[src/rtl/bpm_uart_pkg.sv]
// Shared types, ASCII constants and the binary-to-BCD helper for the BPM UART reporter.
package bpm_uart_pkg;

    typedef enum logic [1:0] {
        RPT_IDLE,
        RPT_LOAD,
        RPT_SEND
    } rpt_state_e;

    typedef enum logic [1:0] {
        TX_IDLE,
        TX_START,
        TX_DATA,
        TX_STOP
    } tx_state_e;

    localparam logic [7:0] ASCII_ZERO = 8'h30;
    localparam logic [7:0] ASCII_LF   = 8'h0A;

    // Double-dabble: returns {hundreds, tens, ones} as three BCD nibbles.
    function automatic logic [11:0] bin_to_bcd(input logic [7:0] bin);
        logic [19:0] sr;
        sr = {12'd0, bin};
        for (int i = 0; i < 8; i++) begin
            if (sr[11:8] >= 4'd5)
                sr[11:8] = sr[11:8] + 4'd3;
            if (sr[15:12] >= 4'd5)
                sr[15:12] = sr[15:12] + 4'd3;
            if (sr[19:16] >= 4'd5)
                sr[19:16] = sr[19:16] + 4'd3;
            sr = sr << 1;
        end
        return sr[19:8];
    endfunction

endpackage

[src/rtl/bpm_uart_reporter_uart_tx_byte.sv]
// 8N1 byte serializer. A start request in the last STOP cycle chains the next
// character with no idle gap.
module uart_tx_byte
    import bpm_uart_pkg::*;
#(
    parameter int CLKS_PER_BIT = 868
) (
    input  logic       clk,
    input  logic       rst_n,
    input  logic       start,
    input  logic [7:0] data,
    output logic       tx,
    output logic       done
);

    localparam int CNT_W = (CLKS_PER_BIT > 1) ? $clog2(CLKS_PER_BIT) : 1;
    localparam logic [CNT_W-1:0] CNT_LAST = CNT_W'(CLKS_PER_BIT - 1);

    tx_state_e        state_q, state_d;
    logic [CNT_W-1:0] cnt_q, cnt_d;
    logic [2:0]       bit_q, bit_d;
    logic [7:0]       shift_q, shift_d;
    logic             tx_q, tx_d;
    logic             bit_end;

    assign bit_end = (cnt_q == CNT_LAST);
    assign done    = (state_q == TX_STOP) && bit_end;
    assign tx      = tx_q;

    always_comb begin
        state_d = state_q;
        cnt_d   = bit_end ? '0 : cnt_q + 1'b1;
        bit_d   = bit_q;
        shift_d = shift_q;
        tx_d    = tx_q;
        case (state_q)
            TX_IDLE: begin
                cnt_d = '0;
                tx_d  = 1'b1;
                if (start) begin
                    state_d = TX_START;
                    shift_d = data;
                    tx_d    = 1'b0;
                end
            end
            TX_START: begin
                if (bit_end) begin
                    state_d = TX_DATA;
                    bit_d   = 3'd0;
                    tx_d    = shift_q[0];
                end
            end
            TX_DATA: begin
                if (bit_end) begin
                    bit_d = bit_q + 3'd1;
                    if (bit_q == 3'd7) begin
                        state_d = TX_STOP;
                        tx_d    = 1'b1;
                    end else begin
                        shift_d = {1'b0, shift_q[7:1]};
                        tx_d    = shift_q[1];
                    end
                end
            end
            TX_STOP: begin
                if (bit_end) begin
                    if (start) begin
                        state_d = TX_START;
                        shift_d = data;
                        tx_d    = 1'b0;
                    end else begin
                        state_d = TX_IDLE;
                        tx_d    = 1'b1;
                    end
                end
            end
            default: state_d = TX_IDLE;
        endcase
    end

    always_ff @(posedge clk) begin
        if (!rst_n) begin
            state_q <= TX_IDLE;
            cnt_q   <= '0;
            bit_q   <= 3'd0;
            shift_q <= 8'd0;
            tx_q    <= 1'b1;
        end else begin
            state_q <= state_d;
            cnt_q   <= cnt_d;
            bit_q   <= bit_d;
            shift_q <= shift_d;
            tx_q    <= tx_d;
        end
    end

endmodule

[src/rtl/bpm_uart_reporter.sv]
// Captures BPM values from the DigitalBlock handshake into a FIFO and reports
// each one as a decimal ASCII line (LF-terminated) over the UART.
module bpm_uart_reporter
    import bpm_uart_pkg::*;
#(
    parameter int FIFO_DEPTH   = 4,
    parameter int CLKS_PER_BIT = 868
) (
    input  logic                          clk,
    input  logic                          rst_n,
    input  logic                          en,
    input  logic [7:0]                    bpm_value,
    input  logic                          bpm_valid,
    output logic                          bpm_copied,
    output logic                          uart_tx,
    output logic                          tx_busy,
    output logic [$clog2(FIFO_DEPTH):0]   fifo_level
);

    localparam int PTR_W = $clog2(FIFO_DEPTH);
    localparam int LVL_W = PTR_W + 1;
    localparam logic [LVL_W-1:0] LVL_FULL = LVL_W'(FIFO_DEPTH);

    rpt_state_e       state_q, state_d;
    logic [7:0]       mem_q [FIFO_DEPTH];
    logic [7:0]       mem_d [FIFO_DEPTH];
    logic [PTR_W-1:0] wr_ptr_q, wr_ptr_d, rd_ptr_q, rd_ptr_d;
    logic [LVL_W-1:0] level_q, level_d;
    logic             armed_q, armed_d;
    logic             copied_q, copied_d;
    logic             busy_q, busy_d;
    logic [7:0]       chars_q [4];
    logic [7:0]       chars_d [4];
    logic [1:0]       char_idx_q, char_idx_d;
    logic [1:0]       last_idx_q, last_idx_d;

    logic [11:0]      bcd_c;
    logic [7:0]       hund_c, tens_c, ones_c;
    logic [7:0]       list_c [4];
    logic [1:0]       last_c;
    logic [1:0]       next_idx;
    logic             capture, pop;
    logic             tx_start, tx_done;
    logic [7:0]       tx_data;

    // Character list for the FIFO head, with leading zeros suppressed.
    always_comb begin
        bcd_c  = bin_to_bcd(mem_q[rd_ptr_q]);
        hund_c = ASCII_ZERO + {4'd0, bcd_c[11:8]};
        tens_c = ASCII_ZERO + {4'd0, bcd_c[7:4]};
        ones_c = ASCII_ZERO + {4'd0, bcd_c[3:0]};
        for (int i = 0; i < 4; i++)
            list_c[i] = ASCII_LF;
        last_c = 2'd1;
        if (bcd_c[11:8] != 4'd0) begin
            list_c[0] = hund_c;
            list_c[1] = tens_c;
            list_c[2] = ones_c;
            last_c    = 2'd3;
        end else if (bcd_c[7:4] != 4'd0) begin
            list_c[0] = tens_c;
            list_c[1] = ones_c;
            last_c    = 2'd2;
        end else begin
            list_c[0] = ones_c;
        end
    end

    assign next_idx = char_idx_q + 2'd1;

    always_comb begin
        capture    = en && bpm_valid && armed_q && (level_q != LVL_FULL);
        pop        = (state_q == RPT_LOAD);
        state_d    = state_q;
        mem_d      = mem_q;
        wr_ptr_d   = wr_ptr_q;
        rd_ptr_d   = rd_ptr_q;
        armed_d    = armed_q;
        copied_d   = capture;
        busy_d     = busy_q;
        chars_d    = chars_q;
        char_idx_d = char_idx_q;
        last_idx_d = last_idx_q;
        tx_start   = 1'b0;
        tx_data    = chars_q[next_idx];

        if (capture) begin
            mem_d[wr_ptr_q] = bpm_value;
            wr_ptr_d        = wr_ptr_q + 1'b1;
            armed_d         = 1'b0;
        end else if (!bpm_valid) begin
            armed_d = 1'b1;
        end
        if (pop)
            rd_ptr_d = rd_ptr_q + 1'b1;
        level_d = level_q + LVL_W'(capture) - LVL_W'(pop);

        case (state_q)
            RPT_IDLE: begin
                if (level_q != '0)
                    state_d = RPT_LOAD;
            end
            RPT_LOAD: begin
                chars_d    = list_c;
                last_idx_d = last_c;
                char_idx_d = 2'd0;
                busy_d     = 1'b1;
                tx_start   = 1'b1;
                tx_data    = list_c[0];
                state_d    = RPT_SEND;
            end
            RPT_SEND: begin
                if (tx_done) begin
                    if (char_idx_q == last_idx_q) begin
                        busy_d  = 1'b0;
                        state_d = RPT_IDLE;
                    end else begin
                        char_idx_d = next_idx;
                        tx_start   = 1'b1;
                    end
                end
            end
            default: state_d = RPT_IDLE;
        endcase
    end

    always_ff @(posedge clk) begin
        if (!rst_n) begin
            state_q    <= RPT_IDLE;
            wr_ptr_q   <= '0;
            rd_ptr_q   <= '0;
            level_q    <= '0;
            armed_q    <= 1'b1;
            copied_q   <= 1'b0;
            busy_q     <= 1'b0;
            char_idx_q <= 2'd0;
            last_idx_q <= 2'd0;
        end else begin
            state_q    <= state_d;
            wr_ptr_q   <= wr_ptr_d;
            rd_ptr_q   <= rd_ptr_d;
            level_q    <= level_d;
            armed_q    <= armed_d;
            copied_q   <= copied_d;
            busy_q     <= busy_d;
            char_idx_q <= char_idx_d;
            last_idx_q <= last_idx_d;
        end
        mem_q   <= mem_d;
        chars_q <= chars_d;
    end

    uart_tx_byte #(
        .CLKS_PER_BIT(CLKS_PER_BIT)
    ) u_tx (
        .clk  (clk),
        .rst_n(rst_n),
        .start(tx_start),
        .data (tx_data),
        .tx   (uart_tx),
        .done (tx_done)
    );

    assign bpm_copied = copied_q;
    assign tx_busy    = busy_q;
    assign fifo_level = level_q;

endmodule
[config.mk]
export PLATFORM = sky130hd
export DESIGN_NAME = bpm_uart_reporter
export DESIGN_NICKNAME = d
export VERILOG_FILES = /design/src/rtl/bpm_uart_pkg.sv /design/src/rtl/bpm_uart_reporter_uart_tx_byte.sv /design/src/rtl/bpm_uart_reporter.sv
export SDC_FILE = /design/constraint.sdc
export NUM_CORES = 1
export LEC_CHECK = 0
export ABC_AREA = 1
export CAP_MARGIN = 0
export CORE_ASPECT_RATIO = 1.5
export CORE_MARGIN = 2
export CORE_UTILIZATION = 27
export DETAILED_ROUTE_END_ITERATION = 12
export GPL_TIMING_DRIVEN = 0
export HOLD_SLACK_MARGIN = 0.03
export SETUP_SLACK_MARGIN = 0.15
export SYNTH_ARGS = -nofsm -noshare
export SYNTH_HDL_FRONTEND = slang
export SYNTH_SLANG_ARGS = --single-unit
[constraint.sdc]
create_clock -name clk -period 6.4 [get_ports clk]
set_input_delay 1.6 -clock clk [delete_from_list [all_inputs] [get_ports clk]]
set_output_delay 1.6 -clock clk [all_outputs]
set_load 0.03 [all_outputs]
* After elaboration in Yosys (flattened, before gate mapping) *
Index checks and enable logic that the tools add are counted.

storage, ports and cells
  bits in registers = 96
  bits of input ports = 12
  output and inout port bits = 6
  word-level logic and storage cells = 185

operators by class
  $add $sub $neg = 28
  $lt $le $gt $ge = 22
  eq/ne operators = 20
  muxes and demuxes = 69
  bitwise gates (word level) = 4
  reduce and logical (&&, ||, !) cells = 21

operator list
  cell                                                 count
  2-to-1 mux 8 bit                                     10
  >= comparator 4 x 3 -> 1 bit, second input constant  15
  2-to-1 mux 4 bit                                     12
  adder 4 x 2 -> 4 bit, second input constant          11
  binary-select mux 8 bit (select 2 bit)               2
  bitwise mux 32 bit                                   1
  2-to-1 mux 2 bit                                     12
  2-to-1 mux 3 bit                                     8
  case mux 8 bit (3 select lines)                      1
  adder 6 x 4 -> 7 bit, first input constant           3
  demux 8 bit (select 2 bit)                           1
  2-to-1 mux 15 bit                                    1
  AND reduction 3 bit                                  5
  2-to-1 mux 7 bit                                     2
  adder 3 x 2 -> 3 bit, second input constant          4
  2-to-1 mux 1 bit                                     12
  != test 2 bit, second input constant                 6
  adder 10 x 1 -> 10 bit, second input constant        1
  == test 10 bit, second input constant                1
  != test 2 x 1 -> 1 bit, second input constant        5
  >= comparator 3 bit, second input constant           3
  inverter 2 -> 3 bit                                  3
  case mux 2 bit (4 select lines)                      1
  nonzero test 4 bit                                   2
  other kinds (27)                                     42

* Longest topological paths before layout *
  word-level depth = 25
  gate-level depth with buffers = 50
  gate-level depth less buffers = 49

* Hierarchy *
A second synthesis with hierarchy kept.

second synthesis, totals
  cells, all modules = 621
  area, all modules = 5171.2 um^2

modules (own cells, without submodules)
  module             instances  cells each  area an instance (um^2)  sequential area each (um^2)
  bpm_uart_reporter  1          444         3833.7                   1701.6
  uart_tx_byte       1          177         1337.5                   480.5

* Worst setup path after synthesis *
Ideal clock, no wire load.

  path kind = reg-to-reg
  start point = register rd_ptr_q[0]
  end point = register u_tx.shift_q[0]
  library setup time = 0.066 ns
  arrival time = 4.870 ns
  required time = 6.334 ns
  slack = 1.464 ns
  cell stages (with the launch flop) = 49
  path buffers = 1
  clock period less this slack = 4.936 ns
  cells stage by stage = dfxtp_1 buf_6 inv_6 nand2_1 nand3_1 nand2_2 inv_2 ha_1 inv_1 or2_1 nand3_2 nand2_1 nand2_2 ha_1 inv_1 or2_2 nand3_2 nand2_1 [... 13 more ...] nand2_2 nand2_1 nand2_1 nand2_1 inv_1 ha_1 nand2_1 nand3_1 nand2_1 nand3_1 nand3_2 nor2_4 inv_2 nor2_4 nand2_2 nand3_1 nand2_1 a21oi_2

between the ends
  longest elaborated chain between the ends = 25
  elaborated cells on any way between the ends = 63
  classes of those cells = 19 x add/sub; 16 x order compare; 25 x mux; 1 x bitwise; 2 x reduce/logical

RTL lines
  item                                                                  RTL line                                                                    RTL
  from (decl)                                                           bpm_uart_reporter.sv:27                                                     logic [PTR_W-1:0] wr_ptr_q, wr_ptr_d, rd_ptr_q, rd_ptr_d;
  from (signal assigned)                                                bpm_uart_reporter.sv:141                                                    rd_ptr_q <= rd_ptr_d;
  inverter 2 -> 3 bit (implied by the code) *                           bpm_uart_reporter.sv:48                                                     bcd_c = bin_to_bcd(mem_q[rd_ptr_q]);
  binary-select mux 8 bit (select 2 bit) *                              bpm_uart_reporter.sv:48
  2-to-1 mux 8 bit (implied by the code) * (2 in series)                bpm_uart_reporter.sv:48
  >= comparator 1 x 3 -> 1 bit or adder 1 x 2 -> 3 bit (tied branches)  bpm_uart_pkg.sv:25, bpm_uart_pkg.sv:26
  2-to-1 mux 4 bit                                                      bpm_uart_pkg.sv:25                                                          if (sr[11:8] >= 4'd5)
  adder 4 x 2 -> 4 bit or >= comparator 4 x 3 -> 1 bit (tied branches)  bpm_uart_pkg.sv:26, bpm_uart_pkg.sv:25
  2-to-1 mux 4 bit                                                      bpm_uart_pkg.sv:25
  adder 4 x 2 -> 4 bit (tied with other cells)                          bpm_uart_pkg.sv:26                                                          sr[11:8] = sr[11:8] + 4'd3;
  [... 8 more ...]                                                      n/a
  2-to-1 mux 4 bit (on tied branches)                                   bpm_uart_pkg.sv:25, bpm_uart_pkg.sv:27
  adder 6 x 4 -> 7 bit or nonzero test 4 bit (tied branches)            bpm_uart_reporter.sv:50, bpm_uart_reporter.sv:60
  2-to-1 mux 7 bit                                                      bpm_uart_reporter.sv:60                                                     end else if (bcd_c[7:4] != 4'd0) begin
  2-to-1 mux 15 bit *                                                   bpm_uart_reporter.sv:55                                                     if (bcd_c[11:8] != 4'd0) begin
  2-to-1 mux 8 bit *                                                    bpm_uart_reporter.sv:98                                                     case (state_q)
  2-to-1 mux 8 bit *                                                    bpm_uart_reporter_uart_tx_byte.sv:40, bpm_uart_reporter_uart_tx_byte.sv:67
  2-to-1 mux 8 bit                                                      bpm_uart_reporter_uart_tx_byte.sv:66                                        if (bit_end) begin
  case mux 8 bit (3 select lines) *                                     bpm_uart_reporter_uart_tx_byte.sv:36                                        case (state_q)
  to (signal assigned)                                                  bpm_uart_reporter_uart_tx_byte.sv:92                                        shift_q <= shift_d;
  to (decl)                                                             bpm_uart_reporter_uart_tx_byte.sv:22                                        logic [7:0] shift_q, shift_d;

Every way passes the cells marked *; elsewhere a longest branch is shown, timed or not. The select of a mux whose other input is x is not followed.
A chain may end at the register's enable or synchronous reset.

* Final worst setup path *
  start point = register rd_ptr_q[1]
  end point = register u_tx.shift_q[0]

The elaborated chain is that of the path after synthesis.

==> reports/summary.txt <==
status: completed
Post-synth EDFFs: 46
number of global-route vias before repair: 3495
HPWL Detailed: 7.201 mm
largest net degree at the start of global routing: 19
post-synth cell types: 49
synthesized area: 0.004795 mm²
Area growth syn-to-layout: 15.50%
setup TNS: 0 ps
nets@finish: 642
Die Area: 0.01886 mm²
Reg area: 0.002142 mm²
most used cell, CP: nand2_1
Hold Vio Cnt, Final: 0
per-cell routed wire length: 11.49 µm
Multi-input gate area: 0.002255 mm²
post-CTS setup buffers: 0
Critical Path RT: 6690 ps
hold worst-path end: u_tx.cnt_q[0]
actual slew at the worst max-slew pin: 835.9 ps
CTS sink cnt: 84
htree depth: 3
slowest CP cell: dfxtp_1
Placer Congestion: 0.7916
CP Capture Type: flip-flop
clock latency on the worst-skew pair: 350 ps
YS warnings: 0
CTS tree: yes
routed wire length: 9.364 mm
CP max FO: 5
DR DRC count: 0
via-per-instance ratio: 4.517
share of cells above drive strength 1: 12.79%
fmax: 0.1779 GHz
first-pass GRT wire length: 15.90 mm
worst slack, placed: 714.2 ps
WS Path Type: reg -> reg
launch point of the worst reg-to-reg path: rd_ptr_q[1]
Hold Path Depth: 1
CTS Buf Count: 9
Post-CTS Resized: 0
DR vias: 3681
initial antenna violation count: 0
grt ovf: 0
die span in y: 167.2 µm
Maximum Capacitance Violations: 0
CTS root buf: clkbuf_16
hold path startpoint: u_tx.cnt_q[0]
reg2reg setup slack: 780 ps
setup violators final: 0
WP data arrival: 5910 ps
drt pass-1 iters: 6
fin crit share: 87.84%
IO Port Bufs: 16
Ant. Diodes: 0
RSZ-0062 raised after global routing: false
critical path launch point type: flip-flop
row cnt: 59
initial core utilization: 27.64%
Initial DRC Count: 126
Total GRT Usage: 10.50%
Die Wd: 112.8 µm
hold_buf cts: 0
Syn Area/Cell: 8.412 µm²
skew final: 7.452 ps
IO Count: 18
critical path's largest stage delay: 440 ps
r2r worst-path depth: 46
remaining antenna violation count: 0
clock-pin slew on the worst setup and hold paths: 60 ps
clk buf depth: 2
min cycle time layout: 5622 ps
Crit Reg-Reg Endpoint: u_tx.shift_q[0]
Hold Path Class: reg -> reg
Seq/Total Area, Yosys: 44.68%
Slew Viols, Final: 0
utilization after layout: 31.92%
core area: 0.01735 mm²
Mapped Nets: 615
Layout fillers: 1790
asr flop ratio synth: 0%
number of synthesized register bits: 84
worst setup margin: 778.4 ps
Max transition margin: 44.07%
Mapped Cells: 570
top_reg_cell synth: edfxtp_1
## registers in the layout, indices dropped and copies added, names as in the netlist, 2 cells and up
signal,flops
u_tx.cnt_q,10
mem_q,32
u_tx.shift_q,6
u_tx.state_q,2
last_idx_q,2
u_tx.bit_q,3
state_q,2
wr_ptr_q,2
fifo_level,3
rd_ptr_q,2
char_idx_q,2
chars_q,14
## critical path, delay by kind of cell (launching register included)
kind / cells / cell delay, ps
AND/OR/NAND/NOR: 31 / 3380
buffers and inverters: 9 / 680
adder cells (fa/ha/maj): 5 / 940
AO/OA/AOI/OAI: 1 / 110
flip-flops: 1 / 440
## cells by family after synthesis
logic type	count (synthesis)	share of synthesized area, %
XOR/XNOR	7	1.436
AO/OA/AOI/OAI	85	11.07
flip-flops	84	44.68
AND/OR/NAND/NOR	261	25.60
adder cells (fa/ha/maj)	33	8.768
buffers and inverters	100	8.455
## metrics by stage
stage	std cells	cell area (µm²)	hold WS, ps
floorplan	570	4795	417.6
global placement	799	5221	428.9
detailed placement	799	5221	440.7
CTS	815	5530	451.0
global route	815	5538	460.4
finish	815	5538	450.4
## layout by cell type, fill, tap and decap left out, types with 3 or more instances in the layout
cell / count
nand2_1: 125
inv_1: 76
edfxtp_1: 46
nor2_1: 43
dfxtp_1: 38
nand3_1: 35
a21oi_1: 31
ha_1: 31
o21ai_0: 27
nand2_2: 18
clkdlybuf4s50_1: 16
inv_2: 11
nand3_2: 11
clkbuf_16: 9
clkbuf_1: 7
nand4_1: 6
nor3_1: 5
a21oi_2: 4
o21ai_1: 4
nor3b_1: 4
nor2_4: 3
o211ai_1: 3
xor2_1: 3
a22oi_1: 3
xnor2_1: 3
## metal layers
metal,share of wire [%],vias to the layer above,track usage (%)
met5,0,-,0
met4,2.5,0,5.249
met3,2.9,14,2.533
met2,54,32,19.58
met1,41,1708,10.71
li1,-,1927,-
## area by class of cell
cell class                      count  area share, %
Inverter                           89          6.123
Timing Repair Buffer               16          2.892
Buffer                             11          1.197
Sequential cell                    84          38.68
Clock inverter                      5          1.378
Tap cell                          213          4.812
Multi-Input combinational cell    386          40.71
Clock buffer                       11          4.202
## worst max-delay path by stage
stage / slack (ps) / start / end / cells past startpoint
6_report: 780 / rd_ptr_q[1] / u_tx.shift_q[0] / 46
5_1_grt: 170 / rd_ptr_q[0] / u_tx.shift_q[1] / 47
4_1_cts: 650 / rd_ptr_q[1] / u_tx.shift_q[0] / 46
3_5_place_dp: 710 / rd_ptr_q[1] / u_tx.shift_q[0] / 46
3_3_place_gp: 720 / rd_ptr_q[1] / u_tx.shift_q[0] / 46
2_1_floorplan: 1460 / rd_ptr_q[0] / u_tx.shift_q[0] / 48
## Yosys cell counts (5+ instances only)
| library cell | count | area share [%] |
|---|---|---|
| a21oi_1 | 31 | 3.2 |
| clkbuf_1 | 5 | 0.39 |
| dfxtp_1 | 38 | 16 |
| edfxtp_1 | 46 | 29 |
| ha_1 | 32 | 8.4 |
| inv_1 | 76 | 5.9 |
| inv_2 | 11 | 0.86 |
| nand2_1 | 125 | 9.8 |
| nand2_2 | 18 | 2.3 |
| nand3_1 | 36 | 3.8 |
| nand3_2 | 10 | 2.1 |
| nand4_1 | 6 | 0.78 |
| nor2_1 | 43 | 3.4 |
| nor3_1 | 5 | 0.52 |
| o21ai_0 | 27 | 2.8 |
Power is not shown: default switching activity piles up to over one toggle a cycle in this logic, so the estimate is an artifact.
